==> config.mk <==
export PLATFORM = sky130hd
export DESIGN_NAME = adc_scan_seq
export DESIGN_NICKNAME = d
export VERILOG_FILES = /design/src/rtl/adc_scan_seq.sv
export SDC_FILE = /design/constraint.sdc
export NUM_CORES = 1
export LEC_CHECK = 0
export ABC_AREA = 1
export CAP_MARGIN = 20
export CORE_AREA = 2 2 82 84
export CTS_CLUSTER_SIZE = 20
export DETAILED_ROUTE_END_ITERATION = 12
export DIE_AREA = 0 0 84 86
export PLACE_DENSITY = 0.6
export SYNTH_ARGS = -nofsm -noshare
export SYNTH_HDL_FRONTEND = slang
export SYNTH_SLANG_ARGS = --single-unit
==> constraint.sdc <==
create_clock -name clk -period 2.2 [get_ports clk]
set_input_delay 0.33 -clock clk [delete_from_list [all_inputs] [get_ports clk]]
set_output_delay 0.33 -clock clk [all_outputs]
set_load 0.02 [all_outputs]
==> src/rtl/adc_scan_seq.sv <==
// adc_scan_seq: on SYNC, walks the enabled ADC mux channels in ascending order and emits one tagged sample per channel.
// Build option ADC_SCAN_AVG_EN: four back-to-back conversions per channel, averaged (truncated) into one sample.
module adc_scan_seq #(
    parameter int NCH         = 8,
    parameter int DW          = 12,
    parameter int SETTLE_CYC  = 24,
    parameter int TIMEOUT_CYC = 64,
    localparam int CW         = (NCH > 1) ? $clog2(NCH) : 1
) (
    input  logic           clk,
    input  logic           rst_l,
    input  logic           sync,
    input  logic [NCH-1:0] ch_mask,
    output logic [CW-1:0]  mux_ch,
    output logic           conv_start,
    input  logic           conv_done,
    input  logic [DW-1:0]  conv_data,
    output logic           res_valid,
    output logic [CW-1:0]  res_ch,
    output logic [DW-1:0]  res_data,
    output logic           scan_done,
    output logic           busy,
    output logic           overrun,
    output logic           timeout,
    input  logic           err_clr
);

    localparam int SCW = (SETTLE_CYC > 1) ? $clog2(SETTLE_CYC) : 1;
    localparam int TCW = (TIMEOUT_CYC > 1) ? $clog2(TIMEOUT_CYC) : 1;
    localparam logic [SCW-1:0] SETTLE_LAST = SCW'(SETTLE_CYC - 1);
    localparam logic [TCW-1:0] WAIT_LAST   = TCW'(TIMEOUT_CYC - 1);

    typedef enum logic [2:0] {
        ST_IDLE,
        ST_SETTLE,
        ST_START,
        ST_WAIT,
        ST_STORE
    } state_e;

    state_e          state_q;
    logic [NCH-1:0]  scan_mask_q;
    logic [CW-1:0]   mux_ch_q;
    logic [SCW-1:0]  settle_cnt_q;
    logic [TCW-1:0]  wait_cnt_q;
    logic            conv_start_q;
    logic            res_valid_q;
    logic [CW-1:0]   res_ch_q;
    logic [DW-1:0]   res_data_q;
    logic            scan_done_q;
    logic            busy_q;
    logic            overrun_q;
    logic            timeout_q;

`ifdef ADC_SCAN_AVG_EN
    localparam int AW = DW + 2;
    logic [AW-1:0]   acc_q;
    logic [1:0]      rep_q;
    logic [AW-1:0]   acc_sum;

    assign acc_sum = acc_q + AW'(conv_data);
`endif

    // Returns {found, index} of the lowest set bit of mask at or above position from.
    function automatic logic [CW:0] find_from(input logic [NCH-1:0] mask, input int from);
        logic [CW:0] hit;
        hit = '0;
        for (int i = NCH - 1; i >= 0; i--) begin
            if (mask[i] && (i >= from)) hit = {1'b1, CW'(i)};
        end
        return hit;
    endfunction

    logic [CW:0] first_sel;
    logic [CW:0] next_sel;

    assign first_sel = find_from(ch_mask, 0);
    assign next_sel  = find_from(scan_mask_q, int'(mux_ch_q) + 1);

    // NOTE: every register here uses <= so all decisions in a cycle see the pre-edge values.
    always_ff @(posedge clk or negedge rst_l) begin
        if (!rst_l) begin
            state_q      <= ST_IDLE;
            scan_mask_q  <= '0;
            mux_ch_q     <= '0;
            settle_cnt_q <= '0;
            wait_cnt_q   <= '0;
            conv_start_q <= 1'b0;
            res_valid_q  <= 1'b0;
            res_ch_q     <= '0;
            res_data_q   <= '0;
            scan_done_q  <= 1'b0;
            busy_q       <= 1'b0;
            overrun_q    <= 1'b0;
            timeout_q    <= 1'b0;
`ifdef ADC_SCAN_AVG_EN
            acc_q        <= '0;
            rep_q        <= '0;
`endif
        end else begin
            conv_start_q <= 1'b0;
            res_valid_q  <= 1'b0;
            scan_done_q  <= 1'b0;

            // Clear first; any set event below in the same cycle overrides it.
            if (err_clr) begin
                overrun_q <= 1'b0;
                timeout_q <= 1'b0;
            end
            if (sync && (state_q != ST_IDLE)) overrun_q <= 1'b1;

            case (state_q)
                ST_IDLE: begin
                    if (sync) begin
                        scan_mask_q <= ch_mask;
                        if (first_sel[CW]) begin
                            mux_ch_q     <= first_sel[CW-1:0];
                            settle_cnt_q <= '0;
                            busy_q       <= 1'b1;
                            state_q      <= ST_SETTLE;
`ifdef ADC_SCAN_AVG_EN
                            acc_q        <= '0;
                            rep_q        <= '0;
`endif
                        end else begin
                            scan_done_q <= 1'b1;
                        end
                    end
                end

                ST_SETTLE: begin
                    if (settle_cnt_q == SETTLE_LAST) begin
                        conv_start_q <= 1'b1;
                        state_q      <= ST_START;
                    end else begin
                        settle_cnt_q <= settle_cnt_q + SCW'(1);
                    end
                end

                ST_START: begin
                    wait_cnt_q <= '0;
                    state_q    <= ST_WAIT;
                end

                ST_WAIT: begin
                    if (conv_done) begin
`ifdef ADC_SCAN_AVG_EN
                        if (rep_q == 2'd3) begin
                            res_valid_q <= 1'b1;
                            res_ch_q    <= mux_ch_q;
                            res_data_q  <= acc_sum[AW-1:2];
                            scan_done_q <= !next_sel[CW];
                            state_q     <= ST_STORE;
                        end else begin
                            acc_q        <= acc_sum;
                            rep_q        <= rep_q + 2'd1;
                            conv_start_q <= 1'b1;
                            state_q      <= ST_START;
                        end
`else
                        res_valid_q <= 1'b1;
                        res_ch_q    <= mux_ch_q;
                        res_data_q  <= conv_data;
                        scan_done_q <= !next_sel[CW];
                        state_q     <= ST_STORE;
`endif
                    end else if (wait_cnt_q == WAIT_LAST) begin
                        // Channel abandoned: pass through STORE with no result so advancing stays in one place.
                        timeout_q   <= 1'b1;
                        scan_done_q <= !next_sel[CW];
                        state_q     <= ST_STORE;
                    end else begin
                        wait_cnt_q <= wait_cnt_q + TCW'(1);
                    end
                end

                ST_STORE: begin
                    if (next_sel[CW]) begin
                        mux_ch_q     <= next_sel[CW-1:0];
                        settle_cnt_q <= '0;
                        state_q      <= ST_SETTLE;
`ifdef ADC_SCAN_AVG_EN
                        acc_q        <= '0;
                        rep_q        <= '0;
`endif
                    end else begin
                        busy_q  <= 1'b0;
                        state_q <= ST_IDLE;
                    end
                end

                default: state_q <= ST_IDLE;
            endcase
        end
    end

    assign mux_ch     = mux_ch_q;
    assign conv_start = conv_start_q;
    assign res_valid  = res_valid_q;
    assign res_ch     = res_ch_q;
    assign res_data   = res_data_q;
    assign scan_done  = scan_done_q;
    assign busy       = busy_q;
    assign overrun    = overrun_q;
    assign timeout    = timeout_q;

endmodule
==> impl_metrics.toml <==
[outcome]
status = "finished, final reports clean"

[floorplanning]
core_area_sq_um = 6280
dieArea_sq_um = 7220
rows = 29
die_x_um = 84
die_h_um = 86
io_pins = 49
start_util_pct = 38.8

[power_and_ir_drop]
power.total_w = 0.00381
p_leak_nw = 1.49
vdd_drop_max_mv = 0.511
power.density_nw_per_um2 = 1230

[worst_setup_path]
crit_type = "reg2reg"
worst_path_largest_cell_delay_ns = 0.49
worstPathCellList = "ha_1, inv_1, nand2_2, nand3_1, nand2_2, nand2_2, nor2_4, nand3_4, nand3_2, inv_2, nand2_1, nand2_1"
cpMostUsedCell = "nand2_2"
start_kind = "flip-flop"
crit_slowest_cell = "dfrtp_1"
required_ns = 2.39
ff2ff_setup_slack_ns = 0.35
crit_fanout = 6
cp_data_arrival_time_ns = 2.05
end_kind = "flip-flop"

[placement]
place_congestion = 0.873
place_inst = 412
hpwlAfterDp_um = 3810
portBuffers = 48
pre_cts_slack_ns = 0.308

[detailed_routing]
ant_nets = 0
vias = 1954
vias_per_cell = 4.65
drt_iter0_markers = 91
drcViolationCount = 0
drtPass1Iterations = 4
wl_per_cell_um = 11.8
wirelength_um = 4950

[sta]
fmax_ghz = 0.540
max_slew_margin_pct = 66.6
tightest_slew_ns = 0.500
report.final.slew_viol_count = 0
setup_tns_ns = 0
setup_viol = 0
fin_ws_ns = 0.347
hold_viol = 0
period_share_pct = 84.2
fin_skew_ns = 0.00878
rsz0062_at_grt = "no"
fin_crit_ns = 1.85

[layout]
nNetsFinal = 371
syn2layout_area_growth_pct = 27.3
fill_cells = 592
insertedDiodeCount = 0
layout-drive-gt1-share_pct = 16.0
instances_no_fill = 420
finish.utilization_pct = 49.5

[synth]
synth.distinct_cells = 35
synth_warnings = 0
synth_area_sq_um = 2440
yosysSeqAreaShare_pct = 47.2
synth-seq-cells = 46
syn_avg_cell_area_sq_um = 8.50
syn-num-nets = 315
syn_inst = 287

[clocking]
clock_latency_ns = 0.30
cts.path.max_buffers = 2
clock-root-buffer = "clkbuf_8"
cts_resized = 0
cts_tree = "done"
cts.sink_count = 46
cts_buffers = 5
htree_levels = 2
clkTransAtPathRegs_ns = 0.09

[grt]
grt_start_max_net_pins = 21
grt_use_total_pct = 15.0
overflow = 0
grt_antenna_before_repair = 0
grt_pass1_wl_um = 8790
grt_pass1_vias = 1897

[flow_run]
cap_violations = 0

[worst_hold_path]
hold_path.class = "reg2reg"
placed cells by master, fill, tap and decap left out, drive strengths merged, types with 2 or more instances in the layout:
| cell type | count |
|---|---|
| a21oi | 9 |
| nor2 | 26 |
| nand2 | 113 |
| nand3 | 17 |
| nor3 | 4 |
| clkdlybuf4s50 | 47 |
| o31ai | 3 |
| inv | 34 |
| ha | 3 |
| o21ai | 17 |
| clkbuf | 5 |
| nand4 | 2 |
| dfrtp | 46 |
| buf | 4 |
| xor2 | 3 |
| clkinv | 2 |
layout make-up:
class | instances | area (sq um) | share of cell area, %
Multi-Input combinational cell | 204 | 1140 | 36.7
Tap cell | 77 | 96.3 | 3.10
Clock inverter | 2 | 10.0 | 0.322
Clock buffer | 5 | 68.8 | 2.22
Timing Repair Buffer | 52 | 508 | 16.4
Inverter | 34 | 130 | 4.19
Sequential cell | 46 | 1150 | 37.1
worst max-delay path: cells and delay by family, from the launching register on:
kind	cells	cell delay, ns
flops	1	0.49
simple gates	9	0.80
buf+inv	2	0.13
fa+ha+maj	1	0.32
Yosys cell counts:
master	instances	area share (%)
a21oi_1	7	1.4
a21oi_2	1	0.36
a21oi_4	1	0.67
a22o_2	1	0.41
and3_1	1	0.26
buf_2	2	0.41
buf_4	1	0.31
dfrtp_1	46	47
ha_1	3	1.5
inv_1	26	4.0
inv_2	7	1.1
inv_4	1	0.26
nand2_1	103	16
nand2_2	6	1.5
nand2_4	4	1.8
nand3_1	10	2.1
nand3_2	3	1.2
nand3_4	4	2.9
nand3b_1	1	0.31
nand4_1	2	0.51
nor2_1	18	2.8
nor2_2	1	0.26
nor2_4	6	2.8
nor2_8	1	0.82
nor3_1	3	0.62
nor3_2	1	0.41
o211ai_4	1	0.87
o21ai_0	9	1.8
o21ai_1	2	0.41
o21ai_2	6	2.2
o21bai_1	1	0.31
o22ai_1	1	0.26
o31ai_1	3	0.92
o32ai_1	1	0.36
xor2_1	3	1.1
kinds of logic (layout without fill, tap and decap cells):
group,count (synthesis),in the layout,synth area share [%]
xor+xnor,3,3,1.08
compound gates,34,34,10.0
simple gates,164,164,34.1
flops,46,46,47.2
fa+ha+maj,3,3,1.54
buf+inv,37,93,6.05
routing by layer:
layer | part of all wire, % | routed length (um) | up-vias | track usage, %
met1 | 51 | 2510 | 869 | 21.0
met2 | 42 | 2100 | 57 | 23.3
met4 | 1.4 | 69 | 0 | 4.40
met5 | 0 | 0 | - | 0
li1 | - | - | 1020 | -
met3 | 5.6 | 279 | 8 | 3.75
per-stage QoR:
step	instance area [sq um]	hold WS (ns)
2_1_floorplan	2440	0.0344
3_3_place_gp	3020	0.306
3_5_place_dp	3020	0.297
4_1_cts	3100	0.479
5_1_grt	3100	0.497
6_report	3100	0.476
path summary, 6_finish.rpt:
path | startpoint | end | cells after the start
worst max-delay path | mux_ch[1]$_DFFE_PN0P_ | mux_ch[2]$_DFFE_PN0P_ | 12
worst min-delay path | res_data[7]$_DFFE_PN0P_ | res_data[7]$_DFFE_PN0P_ | 2
worst max register to register | mux_ch[1]$_DFFE_PN0P_ | mux_ch[2]$_DFFE_PN0P_ | 12
worst min register to register | res_data[7]$_DFFE_PN0P_ | res_data[7]$_DFFE_PN0P_ | 2
max in group asynchronous | rst_l | settle_cnt_q[4]$_DFFE_PN0P_ | 3
min in group asynchronous | rst_l | scan_mask_q[5]$_DFFE_PN0P_ | 2
where the power goes:
part           switching [W]  total [W]  internal (W)
Combinational        0.00112    0.00191      0.000791
Sequential          0.000254    0.00140       0.00115
Clock               0.000277   0.000491      0.000214
Total                0.00165    0.00381       0.00215
sequential cells by signal (all words and copies together) (netlist names):
signal and cells:
scan_mask_q 8, scan_done 1, timeout 1, settle_cnt_q 5
state_q 3, wait_cnt_q 6, res_ch 3, res_data 12
conv_start 1, overrun 1, mux_ch 3, res_valid 1
busy 1
timing repair:
item | 4_1_cts | 5_1_grt
hold endpoints to repair | 18 | 0
setup buffers | 0 | 0
setup endpoints to repair | 0 | 0
hold buffers | 1 | 0
Note: power is estimated with default switching activity, not from simulation.
